$ cat src/rtl/mem_access_unit.sv
// mem_access_unit: MEM-stage load/store engine driving a word-wide RAM
// over req/gnt/rvalid; byte and half stores are read-modify-write.
module mem_access_unit #(
    parameter int ADDR_W = 10
) (
    input  logic              clk,
    input  logic              reset_n,
    input  logic              op_valid,
    input  logic              MemRead,
    input  logic              MemWrite,
    input  logic [1:0]        trunkMode,
    input  logic              sinSigno,
    input  logic [31:0]       addr,
    input  logic [31:0]       wdata,
    output logic              stall,
    output logic              done,
    output logic [31:0]       rdata,
    output logic              err,
    output logic              mem_req,
    output logic              mem_we,
    output logic [ADDR_W-1:0] mem_addr,
    output logic [31:0]       mem_wdata,
    input  logic              mem_gnt,
    input  logic              mem_rvalid,
    input  logic [31:0]       mem_rdata
);

    typedef enum logic [2:0] {
        S_IDLE,
        S_RD,
        S_RWAIT,
        S_WR,
        S_DONE
    } state_t;

    state_t            r_state;
    state_t            w_next;

    logic              r_store;
    logic [1:0]        r_mode;
    logic              r_uns;
    logic [1:0]        r_off;
    logic [15:0]       r_wdata;
    logic [31:0]       r_rdata;
    logic [31:0]       r_mem_wdata;
    logic [ADDR_W-1:0] r_mem_addr;
    logic              r_err;

    logic              w_accept;
    logic              w_bad;
    logic              w_word_st;
    logic [31:0]       w_ext;
    logic [31:0]       w_merged;
    logic              w_unused;

    assign w_unused  = ^addr[31:ADDR_W+2];
    assign w_accept  = op_valid & (MemRead | MemWrite) & (r_state == S_IDLE);
    assign w_word_st = MemWrite & (trunkMode == 2'b00);
    assign w_bad     = (MemRead & MemWrite)
                     | (trunkMode == 2'b11)
                     | ((trunkMode == 2'b01) & addr[0])
                     | ((trunkMode == 2'b00) & (addr[1:0] != 2'b00));

    always_ff @(posedge clk or negedge reset_n) begin
        if (!reset_n) begin
            r_state <= S_IDLE;
        end else begin
            r_state <= w_next;
        end
    end

    always_comb begin
        w_next = r_state;
        unique case (r_state)
            S_IDLE: begin
                if (w_accept) begin
                    if (w_bad) begin
                        w_next = S_DONE;
                    end else if (w_word_st) begin
                        w_next = S_WR;
                    end else begin
                        w_next = S_RD;
                    end
                end
            end
            S_RD:    if (mem_gnt) w_next = S_RWAIT;
            S_RWAIT: if (mem_rvalid) w_next = r_store ? S_WR : S_DONE;
            S_WR:    if (mem_gnt) w_next = S_DONE;
            S_DONE:  w_next = S_IDLE;
            default: w_next = S_IDLE;
        endcase
    end

    // Lane extraction for loads and lane replacement for sub-word stores
    always_comb begin
        w_ext    = mem_rdata;
        w_merged = mem_rdata;
        unique case (r_mode)
            2'b01: begin
                w_ext = {16'b0, mem_rdata[{r_off[1], 4'b0000} +: 16]};
                if (!r_uns) w_ext[31:16] = {16{w_ext[15]}};
                w_merged[{r_off[1], 4'b0000} +: 16] = r_wdata;
            end
            2'b10: begin
                w_ext = {24'b0, mem_rdata[{r_off, 3'b000} +: 8]};
                if (!r_uns) w_ext[31:8] = {24{w_ext[7]}};
                w_merged[{r_off, 3'b000} +: 8] = r_wdata[7:0];
            end
            default: begin
            end
        endcase
    end

    always_ff @(posedge clk or negedge reset_n) begin
        if (!reset_n) begin
            r_store     <= 1'b0;
            r_mode      <= 2'b00;
            r_uns       <= 1'b0;
            r_off       <= 2'b00;
            r_wdata     <= 16'b0;
            r_rdata     <= 32'b0;
            r_mem_wdata <= 32'b0;
            r_mem_addr  <= '0;
            r_err       <= 1'b0;
        end else begin
            if (w_accept) begin
                r_store     <= MemWrite;
                r_mode      <= trunkMode;
                r_uns       <= sinSigno;
                r_off       <= addr[1:0];
                r_wdata     <= wdata[15:0];
                r_mem_addr  <= addr[ADDR_W+1:2];
                r_mem_wdata <= wdata;
                if (w_bad) r_err <= 1'b1;
            end
            if ((r_state == S_RWAIT) && mem_rvalid) begin
                if (r_store) begin
                    r_mem_wdata <= w_merged;
                end else begin
                    r_rdata <= w_ext;
                    r_err   <= 1'b0;
                end
            end
            if ((r_state == S_WR) && mem_gnt) r_err <= 1'b0;
        end
    end

    assign mem_req   = (r_state == S_RD) | (r_state == S_WR);
    assign mem_we    = (r_state == S_WR);
    assign mem_addr  = r_mem_addr;
    assign mem_wdata = r_mem_wdata;
    assign done      = (r_state == S_DONE);
    assign err       = r_err;
    assign rdata     = r_rdata;
    assign stall     = w_accept | (r_state == S_RD) | (r_state == S_RWAIT)
                     | (r_state == S_WR);

endmodule

$ cat config.mk
export PLATFORM = sky130hd
export DESIGN_NAME = mem_access_unit
export DESIGN_NICKNAME = d
export VERILOG_FILES = /design/src/rtl/mem_access_unit.sv
export SDC_FILE = /design/constraint.sdc
export NUM_CORES = 1
export LEC_CHECK = 0
export ABC_AREA = 1
export BUFFER_PORTS_ARGS = -buffer_cell sky130_fd_sc_hd__buf_2
export CORE_MARGIN = 3
export CORE_UTILIZATION = 53
export DETAILED_ROUTE_END_ITERATION = 8
export GPL_TIMING_DRIVEN = 0
export PLACE_DENSITY = 0.86
export SLEW_MARGIN = 20
export SYNTH_ARGS = -nofsm -noshare
export SYNTH_HDL_FRONTEND = slang
export SYNTH_SLANG_ARGS = --single-unit
export TNS_END_PERCENT = 5
$ cat constraint.sdc
create_clock -name clk -period 2.2 [get_ports clk]
set_input_delay 0.11 -clock clk [delete_from_list [all_inputs] [get_ports clk]]
set_output_delay 0.11 -clock clk [all_outputs]
set_load 0.005 [all_outputs]
### Word level (Yosys, flattened, before mapping)

Cells that the tools add are included.

* output and inout bits: 79
* word-level logic and storage cells: 74
* register bits after elaboration: 100
* input port bits: 106

* bitwise gates (word level): 15
* reduce and logical (&&, ||, !) cells: 7
* mux-type cells: 22
* add/subtract/negate cells: 2
* shifts and indexed selects: 6
* equality and inequality tests: 12

Operators by type and width (number)
* 32-bit one-hot mux with 2 select lines: 2
* 32-bit 2-to-1 mux: 3
* 32-bit bitwise mux: 2
* 16-bit by 7-bit variable shift with 32-bit output, first input constant: 1
* 8-bit by 7-bit variable shift with 32-bit output, first input constant: 1
* 16-bit by 7-bit indexed part select with 32-bit output: 1
* 32-bit by 6-bit indexed part select with 16-bit output: 1
* 32-bit by 6-bit indexed part select with 8-bit output: 1
* 8-bit by 7-bit indexed part select with 32-bit output: 1
* 24-bit 2-to-1 mux: 1
* 3-bit 2-to-1 mux: 6
* 16-bit 2-to-1 mux: 1
* 5-bit negator with 7-bit output: 2
* 3-bit one-hot mux with 4 select lines: 1
* 1-bit OR: 8
* 1-bit AND: 6
* 3-bit by 2-bit == test with 1-bit output, second input constant: 2
* 2-bit inequality test, second input constant: 3
* 1-bit 2-to-1 mux: 5
* 2-bit by 1-bit == test with 1-bit output, second input constant: 2
* 2-bit == test, second input constant: 2
* 4-bit AND reduction: 1
* 3-bit by 1-bit == test with 1-bit output, second input constant: 1
* 3-bit == test, second input constant: 1
* 8 further kinds: 9

### Depth between registers and ports, before layout

Gate-level depths: netlist (run 1).

* depth in word-level cells: 9
* mapped depth: 15
* mapped depth without buffers: 13

### Worst setup path before layout (run 1)

OpenSTA, ideal clock, no wires.

* kind: register to register
* start: reg r_off[1]
* end: reg r_mem_wdata[0] (netlist: mem_wdata[0])
* required time: 2.123 ns
* cell stages (with the launch flop): 12
* buffers on the path: 2
* data arrival time: 1.864 ns
* setup slack: 0.258 ns
* library setup time: 0.077 ns
* clock period less this slack: 1.942 ns
* cells stage by stage: dfrtp_1 -> buf_4 -> inv_2 -> buf_2 -> ha_1 -> nor2_1 -> nand4_1 -> o21ai_0 -> nand2_1 -> nand2_1 -> nand2_1 -> a21oi_1

* word-level cells in the longest chain between the ends: 6
* elaborated cells between the ends (all ways): 11
* classes of those cells: add/sub: 2; shift: 4; mux: 5

Ends and longest elaborated chain
* start: declaration: line 42 `logic [1:0] r_off;`
* start signal: assignment: line 130 `r_off <= addr[1:0];`
* 5-bit negator with 7-bit output, on equally long branches: line 102, 107
* 16-bit by 7-bit indexed part select with 32-bit output, or another cell as far along: line 102 `w_merged[{r_off[1], 4'b0000} +: 16] = r_wdata;`
* 32-bit bitwise mux, on equally long branches: line 102, 107
* 32-bit one-hot mux with 2 select lines *: line 98 `unique case (r_mode)`
* 32-bit 2-to-1 mux *: line 137 `if (r_store) begin`
* 32-bit 2-to-1 mux *: line 136 `if ((r_state == S_RWAIT) && mem_rvalid) begin`
* end signal: assignment: line 133 `r_mem_wdata <= wdata;`
* end signal: assignment: line 138 `r_mem_wdata <= w_merged;`
* end: declaration: line 45 `logic [31:0] r_mem_wdata;`

Mark *: on every way between the ends. The rest lies on a longest branch, timed or not.
A chain may end at the register's enable or synchronous reset.

### Worst setup path in the final report (run 1)

* start: reg r_off[0]
* end: reg r_mem_wdata[10] (netlist: mem_wdata[10])

* word-level cells in the longest chain between the ends: 6
* elaborated cells between the ends (all ways): 7
* classes of those cells: add/sub: 1; shift: 2; mux: 4

Ends and longest elaborated chain
* 5-bit negator with 7-bit output *: line 107 `w_merged[{r_off, 3'b000} +: 8] = r_wdata[7:0];`
* 8-bit by 7-bit indexed part select with 32-bit output / 8-bit by 7-bit variable shift with 32-bit output (equally long branches): line 107
* 32-bit bitwise mux *: line 107
* 32-bit one-hot mux with 2 select lines *: line 98
* 32-bit 2-to-1 mux *: line 137
* 32-bit 2-to-1 mux *: line 136

Marks and branches as above.

==> results of run 1 <==
==> registers in the layout, indices dropped and copies added, names as in the netlist <==
register   cells
mem_wdata     32
rdata         32
r_wdata       16
mem_addr      10
r_state        3
r_mode         2
r_off          2
err            1
r_store        1
r_uns          1
==> path summary, 6_finish.rpt <==
path / startpoint / depth (start not counted) / end
worst max-delay path: r_off[0]$_DFFE_PN0N_ / 11 / mem_wdata[10]$_DFF_PN0_
worst min-delay path: wdata[5] / 3 / r_wdata[5]$_DFFE_PN0N_
worst max register to register: r_off[0]$_DFFE_PN0N_ / 11 / mem_wdata[10]$_DFF_PN0_
worst min register to register: mem_addr[2]$_DFFE_PN0N_ / 2 / mem_addr[2]$_DFFE_PN0N_
max in group asynchronous: reset_n / 3 / mem_wdata[13]$_DFF_PN0_
min in group asynchronous: reset_n / 2 / mem_wdata[5]$_DFF_PN0_
==> kinds of logic (layout without fill, tap and decap cells) <==
logic type	after synthesis	count (layout)	share of synthesized area, %
buffers and inverters	141	359	9.835
and+or+nand+nor	492	492	30.52
adders and majority gates	7	7	1.342
DFF	100	100	38.34
AOI/OAI and AO/OA	241	241	19.96
==> timing repair <==
item                                    in CTS  in global routing
hold buffers                                33                  0
endpoints found under the setup margin      32                 34
hold endpoints to repair                    74                  0
pin swaps                                    0                  0
buffers inserted                             0                  5
gates cloned                                 0                  0
resized for setup                            7                 16
==> power by group through the flow <==
stage | sequential (mW) | combinational (mW) | clock [mW]
floorplan | 3.29 | 4.05 | 0
finish | 3.32 | 6.92 | 1.56
global placement | 3.28 | 6.35 | 0
detailed placement | 3.31 | 6.46 | 0
global route | 3.41 | 7.66 | 1.65
CTS | 3.29 | 6.58 | 1.57
==> worst max-delay path: cells and delay by family, from the launching register on <==
| family | cells | cell delay, ns |
|---|---|---|
| AO/OA/AOI/OAI | 2 | 0.37 |
| adder cells (fa/ha/maj) | 1 | 0.24 |
| buffers and inverters | 4 | 0.61 |
| flip-flops | 1 | 0.43 |
| AND/OR/NAND/NOR | 4 | 0.37 |
==> cells in the final DEF, fill, tap and decap left out, types with 3 or more instances in the layout <==
master	instances
a21boi_0	5
a21boi_1	18
a21oi_1	105
a2bb2oi_1	6
buf_2	179
buf_4	10
buf_6	11
clkbuf_1	20
clkbuf_16	9
clkinv_4	3
dfrtp_1	98
dlygate4sd3_1	33
ha_1	6
inv_1	79
nand2_1	351
nand2_2	3
nand3_1	12
nand4_1	8
nor2_1	79
nor2_2	5
o21ai_0	84
o21ai_1	19
or2_0	3
or2_1	9
or2_2	14
==> layer usage <==
layer  wire (µm)  global-route usage, %
met3        2451                  6.581
met4         767                  13.91
met5           0                      0
met1        9700                  47.33
met2       11570                  59.04
==> area by class of cell <==
class | count | area, µm²
Fill cell | 991 | 3445
Tap cell | 143 | 178.9
Sequential cell | 100 | 2505
Multi-Input combinational cell | 740 | 3420
Inverter | 85 | 327.8
Clock buffer | 11 | 242.7
Timing Repair Buffer | 203 | 1222
Buffer | 55 | 326.6
Clock inverter | 5 | 43.79
==> stage by stage <==
stage                     TNS [ns]  hold WS, ns
final                            0     0.006673
after detailed placement    -4.800      0.05157
after CTS                        0     0.009801
after floorplan                  0      -0.1856
after global routing      -0.05229      0.02409
after global placement      -6.156       0.3102
==> run_results.csv, run 1 <==
group,metric,value,unit
timing,relSlewSlack,54.90,%
yosys,ys_warn_count,0,
global_route,overflow,0,
outcome,status,"completed",
global_route,grt_pass1_wl,37.28,mm
yosys,synth.most_common_cell,"nand2_1",
global_route,antenna_found_initial,0,
yosys,async_flop_share,100.0,%
worst_setup_path,critPathKind,"flop to flop",
yosys,seq_area_frac_synth,38.34,%
power,power.density,1427,nW/µm²
finish,fin_nets,1307,
place,port_buffers,164,
route,firstDrtPassIters,6,
clocking,root_buffer,"clkbuf_16",
yosys,synth_area,6526,µm²
worst_setup_path,cp.required,2.48,ns
route,antenna_left,0,
timing,skew,0.006546,ns
power,power.leakage,4.608,nW
clocking,insertion_delay,0.36,ns
worst_setup_path,worstPathCellList,"buf_6 > clkinvlp_4 > ha_1 > inv_2 > clkbuf_4 > nand3_1 > o21ai_0 > nand2_1 > nand2_1 > nand2_1 > a21oi_1",
worst_setup_path,slowest_stage,"dfrtp_2",
route,vias,7586,
timing,slew_viol_final,0,
timing,postLayoutSetupSlackWorst,0.1102,ns
yosys,synth_common_cells,"nand2_1, a21oi_1, dfrtp_1",
worst_setup_path,worstPathArrival,2.37,ns
worst_setup_path,rrSetupSlack,0.11,ns
timing,period_needed,2.090,ns
yosys,ys_types,34,
place,place_area,7560,µm²
clocking,cts_sinks,100,
worst_setup_path,path_max_fanout,10,
timing,hold_viol,0,
clocking,clk_pin_slew,0.07,ns
power,peakVddDrop,793.4,µV
timing,max_freq,0.4785,GHz
finish,instances_no_fill,1342,
timing,period_share,94.99,%
worst_setup_path,cp_common_cell,"nand2_1",
place,place_inst,1289,
global_route,grt_use_total,35.96,%
power,power.total,11.79,mW
floorplanning,die_area,13680,µm²
yosys,syn_area_per_cell,6.653,µm²
yosys,synth_edf_count,0,
timing,finalSetupViolCount,0,
floorplanning,io_pins,185,
route,wl,24.49,mm
yosys,yosysTopAreaCell,"dfrtp_1",
clocking,numCtsBuffers,9,
yosys,ys_ff_latch,100,
power,p_int,6.029,mW
route,remaining_drc_errors,0,
route,wl_per_cell,18.25,µm
finish,insertedDiodeCount,0,
yosys,syn_inst,981,
power,pwr-share-seq,28.1,%
global_route,grt_pass1_vias,7103,
yosys,netlist.area_leader.share,38.34,%
clocking,cts_buffer_depth,2,
flow_run,maxCapViolations,0,
finish,post-route-util,70.59,%
route,dr.first_iter.drc_count,826,
power,power_switching,5.766,mW
finish,area_delta_synth_final,26.67,%
power,comb_power_share,58.7,%
floorplanning,core_area,11710,µm²
clocking,cts_htree_levels,3,
power,switching_share,48.88,%
min_path,hold_path.class,"input pin to flop",
worst_setup_path,start_kind,"flop",
finish,drive_gt1_share,21.35,%
worst_setup_path,max_stage_delay,0.43,ns
timing,rsz0062_at_grt,"yes",
timing,tightest_slew,0.6765,ns
yosys,synthFlopType,"dfrtp_1",
route,viasPerCell,5.653,
yosys,synthTopCellsByArea,"dfrtp_1, nand2_1, a21oi_1",
floorplanning,die_width,117.0,µm
yosys,synthesis.nets,1094,
power,clock_power_share,13.2,%
worst_setup_path,cp-end-kind,"flop",
place,dp_hpwl,17.89,mm
floorplanning,die_h,117.0,µm
global_route,grt_max_degree,59,
floorplanning,start_util,55.73,%
place,place_ws,-0.2556,ns
finish,finalInstanceArea,8267,µm²
floorplanning,core.rowCount,39,
clocking,cts_tree,"built",
place,place.gp.congestion,1.043,
Power figures use the tool's default switching activity.
==> run 2, diff against run 1 <==
--- a/config.mk
+++ b/config.mk
@@ -5,10 +5,9 @@
 export SDC_FILE = /design/constraint.sdc
 export NUM_CORES = 1
 export LEC_CHECK = 0
-export ABC_AREA = 1
 export BUFFER_PORTS_ARGS = -buffer_cell sky130_fd_sc_hd__buf_2
 export CORE_MARGIN = 3
-export CORE_UTILIZATION = 53
+export CORE_UTILIZATION = 51
 export DETAILED_ROUTE_END_ITERATION = 8
 export GPL_TIMING_DRIVEN = 0
 export PLACE_DENSITY = 0.86
@@ -16,4 +15,3 @@
 export SYNTH_ARGS = -nofsm -noshare
 export SYNTH_HDL_FRONTEND = slang
 export SYNTH_SLANG_ARGS = --single-unit
-export TNS_END_PERCENT = 5
==> constraint.sdc (replaced) <==
create_clock -name clk -period 2 [get_ports clk]
set_input_delay 0.1 -clock clk [delete_from_list [all_inputs] [get_ports clk]]
set_output_delay 0.1 -clock clk [all_outputs]
set_load 0.005 [all_outputs]
==> run_results.csv, run 2 <==
group,metric,value,unit
outcome,status,"completed",
worst_setup_path,worst_r2r_path_depth,8,
worst_setup_path,start_kind,"flop",
finish,area_delta_synth_final,37.30,%
route,vias,5921,
timing,slew_viol_final,0,
timing,holdWs,0.01660,ns
timing,tightest_slew,0.6467,ns
yosys,synthesis.nets,723,
finish,layout.area.seq,2502,µm²
place,dp_hpwl,14.76,mm
power,power.leakage,3.726,nW
floorplanning,die_area,12110,µm²
worst_setup_path,worstPathCellList,"inv_1 > ha_1 > buf_4 > inv_2 > buf_6 > o21ai_2 > a211oi_1 > a22oi_1",
clocking,clk_pin_slew,0.09,ns
clocking,cts_htree_levels,3,
global_route,grt_pass1_wl,30.43,mm
route,wl,20.19,mm
yosys,synth.most_common_cell,"nand2_1",
min_path,hold_path.class,"input pin to flop",
worst_setup_path,cp-end-kind,"flop",
yosys,netlist.area_leader.share,45.32,%
finish,multiInputGateArea,2942,µm²
route,firstDrtPassIters,7,
yosys,ys_ff_latch,100,
timing,period_share,99.02,%
yosys,synthFlopType,"dfrtp_1",
global_route,grt_pass1_vias,5705,
finish,instances_no_fill,986,
yosys,syn_inst,610,
yosys,syn_area_per_cell,9.052,µm²
floorplanning,io_pins,185,
finish,insertedDiodeCount,0,
finish,fin_nets,958,
yosys,ys_warn_count,0,
finish,fillers,787,
worst_setup_path,critPathKind,"flop to flop",
min_path,hold_start,"wdata[29]",
min_path,hold_depth,3,
global_route,antenna_found_initial,0,
worst_setup_path,slowest_stage,"dfrtp_1",
global_route,grt_use_total,33.33,%
power,power.total,11.40,mW
flow_run,maxCapViolations,0,
worst_setup_path,worstPathArrival,2.22,ns
worst_setup_path,rrSetupSlack,0.02,ns
power,peakVddDrop,964.0,µV
route,remaining_drc_errors,0,
route,antenna_left,0,
finish,post-route-util,72.78,%
clocking,root_buffer,"clkbuf_8",
place,place_area,6613,µm²
finish,final_common_cell,"buf_2",
yosys,async_flop_share,100.0,%
finish,layout_common_cells,"buf_2, nand2_1, dfrtp_1",
place,port_buffers,164,
place,place_inst,911,
floorplanning,start_util,53.01,%
clocking,cts_sinks,100,
finish,drive_gt1_share,32.82,%
timing,hold_viol,0,
clocking,insertion_delay,0.37,ns
route,dr.first_iter.drc_count,487,
timing,relSlewSlack,56.89,%
yosys,ys_types,53,
yosys,synthTopCellsByArea,"dfrtp_1, nand2_1, a221oi_1",
floorplanning,die_h,110.1,µm
clocking,cts_tree,"built",
worst_setup_path,max_stage_delay,0.37,ns
timing,period_needed,1.980,ns
timing,skew,0.008680,ns
yosys,synth_area,5522,µm²
yosys,synth_common_cells,"nand2_1, dfrtp_1, a21oi_1",
floorplanning,core.rowCount,37,
min_path,min_to,"mem_wdata[29]$_DFF_PN0_",
worst_setup_path,timing.rr.end,"mem_wdata[8]$_DFF_PN0_",
floorplanning,die_width,110.1,µm
route,wl_per_cell,20.47,µm
global_route,overflow,0,
worst_setup_path,r2r-start,"r_mode[0]$_DFFE_PN0N_",
timing,max_freq,0.5049,GHz
timing,rsz0062_at_grt,"yes",
yosys,seq_area_frac_synth,45.32,%
yosys,synth_edf_count,0,
finish,finalInstanceArea,7581,µm²
power,power.density,1504,nW/µm²
worst_setup_path,cp.required,2.24,ns
clocking,cts_buffer_depth,2,
place,place.gp.congestion,0.9556,
route,viasPerCell,6.005,
clocking,numCtsBuffers,9,
worst_setup_path,path_max_fanout,10,
timing,finalSetupViolCount,0,
global_route,grt_max_degree,60,
yosys,yosysTopAreaCell,"dfrtp_1",
floorplanning,core_area,10420,µm²
-- run 2: cell types whose count changed after synthesis, sizes merged, moves of 59 or more --
| cell | before | now |
|---|---|---|
| inv | 84 | 18 |
| nand2 | 355 | 169 |
| o21ai | 103 | 19 |
| a21oi | 105 | 36 |
| nor2 | 85 | 26 |
-- run 2: how the worst max path moves through the flow --
stage / startpoint / cells past startpoint / slack (ns) / endpoint
finish: r_mode[0]$_DFFE_PN0N_ / 8 / 0.02 / mem_wdata[8]$_DFF_PN0_
global route: r_mode[0]$_DFFE_PN0N_ / 7 / -0.06 / mem_wdata[17]$_DFF_PN0_
CTS: r_mode[0]$_DFFE_PN0N_ / 5 / -0.07 / mem_wdata[28]$_DFF_PN0_
detailed placement: r_off[1]$_DFFE_PN0N_ / 9 / -0.35 / mem_wdata[26]$_DFF_PN0_
global placement: r_off[1]$_DFFE_PN0N_ / 9 / -0.36 / mem_wdata[28]$_DFF_PN0_
floorplan: r_off[1]$_DFFE_PN0N_ / 10 / 0.01 / mem_wdata[7]$_DFF_PN0_
-- run 2: critical path, delay by kind of cell (launching register included) --
family | cells | cell delay [ns]
fa+ha+maj | 1 | 0.31
compound gates | 3 | 0.59
buf+inv | 4 | 0.57
flops | 1 | 0.37
-- run 2: layout make-up --
| type | count | area share, % |
|---|---|---|
| flip-flops and latches | 100 | 33.01 |
| multi-input cells | 447 | 38.80 |
| inverters | 18 | 0.9738 |
| well taps | 136 | 2.245 |
| clock inverters | 5 | 0.6932 |
| repair buffers | 227 | 19.10 |
| clock buffers | 11 | 1.733 |
| plain buffers | 42 | 3.449 |
-- run 2: timing repair --
item | CTS | global route
pin swaps | 2 | 7
hold endpoints to repair | 88 | 0
setup buffers | 6 | 10
hold buffers | 46 | 0
setup endpoints to repair | 45 | 51
gates resized for setup | 22 | 37
-- run 2: kinds of logic after synthesis --
group	synth area share, %
and+or+nand+nor	18.38
AOI/OAI and AO/OA	23.11
DFF	45.32
buffers and inverters	5.348
muxes	6.254
adders and majority gates	1.586
-- run 2: where the power goes --
part | internal, mW | switching (mW) | total [mW]
registers | 2.99 | 0.804 | 3.80
logic | 2.72 | 3.61 | 6.33
clock network | 0.574 | 0.697 | 1.27
total | 6.29 | 5.11 | 11.4
-- run 2: routing by layer --
metal	track usage (%)	part of all wire, %	vias up
met3	5.824	8.6	60
met2	52.38	47	327
met4	14.60	3.3	0
met1	45.32	41	2881
li1	-	-	2653
met5	0	0	-
-- run 2: per-stage QoR --
stage | setup slack, ns | setup TNS (ns)
after global routing | -0.06334 | -0.5797
after detailed placement | -0.3483 | -8.394
final | 0.01950 | 0
after floorplan | 0.009762 | 0
after global placement | -0.3636 | -23.31
after CTS | -0.07479 | -0.1430
==> run 3, diff against run 2 <==
--- a/config.mk
+++ b/config.mk
@@ -6,11 +6,13 @@
 export NUM_CORES = 1
 export LEC_CHECK = 0
 export BUFFER_PORTS_ARGS = -buffer_cell sky130_fd_sc_hd__buf_2
+export CELL_PAD_IN_SITES_DETAIL_PLACEMENT = 1
+export CELL_PAD_IN_SITES_GLOBAL_PLACEMENT = 1
 export CORE_MARGIN = 3
-export CORE_UTILIZATION = 51
+export CORE_UTILIZATION = 37
 export DETAILED_ROUTE_END_ITERATION = 8
 export GPL_TIMING_DRIVEN = 0
-export PLACE_DENSITY = 0.86
+export PLACE_DENSITY_LB_ADDON = 0.05
 export SLEW_MARGIN = 20
 export SYNTH_ARGS = -nofsm -noshare
 export SYNTH_HDL_FRONTEND = slang
==> run_results.csv, run 3 (same netlist as run 2, synthesis figures left out) <==
group,metric,value,unit
route,vias,5762,
clocking,root_buffer,"clkbuf_16",
power,clock_power_share,14.9,%
worst_setup_path,timing.rr.end,"mem_wdata[17]$_DFF_PN0_",
global_route,grt_use_total,26.59,%
worst_setup_path,worst_r2r_path_depth,8,
clocking,numCtsBuffers,9,
worst_setup_path,path_max_fanout,8,
place,place.gp.congestion,0.9310,
route,remaining_drc_errors,0,
power,power.total,12.37,mW
worst_setup_path,critPathKind,"flop to flop",
floorplanning,start_util,37.85,%
clocking,cts_buffer_depth,2,
min_path,hold_path.class,"input pin to flop",
power,pwr-share-seq,31.2,%
clocking,cts_sinks,100,
finish,post-route-util,53.43,%
global_route,antenna_found_initial,0,
finish,fillers,1730,
worst_setup_path,rrSetupSlack,0.01,ns
timing,period_needed,1.989,ns
place,dp_hpwl,16.20,mm
floorplanning,core_area,14590,µm²
power,power.leakage,3.740,nW
finish,layout.area.seq,2502,µm²
power,switching_share,44.65,%
floorplanning,io_pins,185,
place,place_area,6673,µm²
timing,final.setup.tns,0,ns
min_path,hold_start,"wdata[22]",
min_path,min_to,"mem_wdata[22]$_DFF_PN0_",
power,comb_power_share,54.0,%
route,wl_per_cell,21.80,µm
floorplanning,die_area,16430,µm²
floorplanning,core.rowCount,44,
floorplanning,die_width,128.2,µm
power,peakVddDrop,820.0,µV
clocking,insertion_delay,0.36,ns
timing,rsz0062_at_grt,"yes",
timing,relSlewSlack,57.63,%
timing,hold_viol,0,
clocking,cts_tree,"built",
power,power.density,1587,nW/µm²
timing,slew_viol_final,0,
route,viasPerCell,5.638,
global_route,grt_pass1_vias,5984,
finish,instances_no_fill,1022,
finish,finalInstanceArea,7795,µm²
worst_setup_path,cp.required,2.20,ns
place,port_buffers,164,
timing,period_share,99.45,%
place,place_inst,959,
global_route,grt_pass1_wl,33.62,mm
flow_run,maxCapViolations,0,
route,firstDrtPassIters,4,
finish,fin_nets,946,
finish,layout_common_cells,"buf_2, nand2_1, dfrtp_1",
finish,area_delta_synth_final,41.17,%
finish,final_common_cell,"buf_2",
power,power_switching,5.522,mW
worst_setup_path,r2r-start,"r_off[1]$_DFFE_PN0N_",
clocking,cts_htree_levels,3,
timing,skew,0.01146,ns
finish,drive_gt1_share,34.49,%
clocking,clk_pin_slew,0.07,ns
worst_setup_path,cp-end-kind,"flop",
timing,tightest_slew,0.6356,ns
timing,finalSetupViolCount,0,
worst_setup_path,worstPathArrival,2.19,ns
global_route,grt_max_degree,52,
route,antenna_left,0,
route,wl,22.28,mm
finish,insertedDiodeCount,0,
power,p_int,6.846,mW
worst_setup_path,start_kind,"flop",
floorplanning,die_h,128.2,µm
timing,max_freq,0.5027,GHz
min_path,hold_depth,3,
finish,multiInputGateArea,3070,µm²
global_route,overflow,0,
outcome,status,"completed",
route,dr.first_iter.drc_count,292,
[run 3: cell count changes in the layout (fill, tap and decap cells not counted), moves of 6 or more]
cell	previous run	this run
dlygate4sd3_1	46	32
clkbuf_8	9	0
clkbuf_16	0	9
a221oi_4	2	8
[run 3: worst max-delay path by stage]
stage	endpoint	slack, ns	from
finish	mem_wdata[17]$_DFF_PN0_	0.01	r_off[1]$_DFFE_PN0N_
global route	mem_wdata[21]$_DFF_PN0_	-0.04	r_off[1]$_DFFE_PN0N_
CTS	mem_wdata[27]$_DFF_PN0_	-0.03	r_mode[1]$_DFFE_PN0N_
detailed placement	mem_wdata[27]$_DFF_PN0_	-0.50	r_off[1]$_DFFE_PN0N_
global placement	mem_wdata[25]$_DFF_PN0_	-0.47	r_off[1]$_DFFE_PN0N_
floorplan	mem_wdata[7]$_DFF_PN0_	0.01	r_off[1]$_DFFE_PN0N_
[run 3: timing repair]
item | in CTS | in global routing
hold buffers | 32 | 0
buffers inserted | 9 | 9
endpoints found under the hold margin | 81 | 0
gates resized for setup | 48 | 38
pin swaps | 5 | 12
setup endpoints to repair | 43 | 52
[run 3: area by class of cell]
cell class / count / area share (%)
multi-input cells: 447 / 39.39
flip-flops and latches: 100 / 32.10
repair buffers: 215 / 17.01
plain buffers: 42 / 3.531
well taps: 184 / 2.953
clock buffers: 9 / 2.889
clock inverters: 7 / 1.059
inverters: 18 / 1.059
[run 3: through the flow]
stage	hold WS, ns	setup slack, ns
after CTS	0.001189	-0.03398
after floorplan	-0.1956	0.009762
after global placement	0.2903	-0.4704
final	0.004103	0.01094
after detailed placement	0.07606	-0.4979
after global routing	0.01074	-0.03928
[run 3: power groups by stage]
| stage | Combinational, mW | Clock [mW] | Sequential, mW |
|---|---|---|---|
| 2_1_floorplan | 3.51 | 0 | 3.64 |
| 3_3_place_gp | 5.47 | 0 | 3.75 |
| 3_5_place_dp | 5.61 | 0 | 3.81 |
| 4_1_cts | 6.24 | 1.87 | 3.81 |
| 5_1_grt | 7.23 | 1.96 | 3.96 |
| 6_report | 6.67 | 1.84 | 3.85 |
[run 3: critical path, stage by stage (launching register included)]
cell and delay, ns:
dfrtp_1 0.40, buf_6 0.15, buf_12 0.13, inv_8 0.06, ha_4 0.22, nor3b_2 0.16
a41o_4 0.33, a221oi_4 0.30, a31oi_1 0.09
[run 3: per-layer routing]
layer	up-vias	wire length [µm]	GRT usage, %
met5	-	0	0
met4	0	574	8.052
met3	28	1133	4.250
met2	188	10670	44.09
met1	2904	9908	35.87
li1	2642	-	-
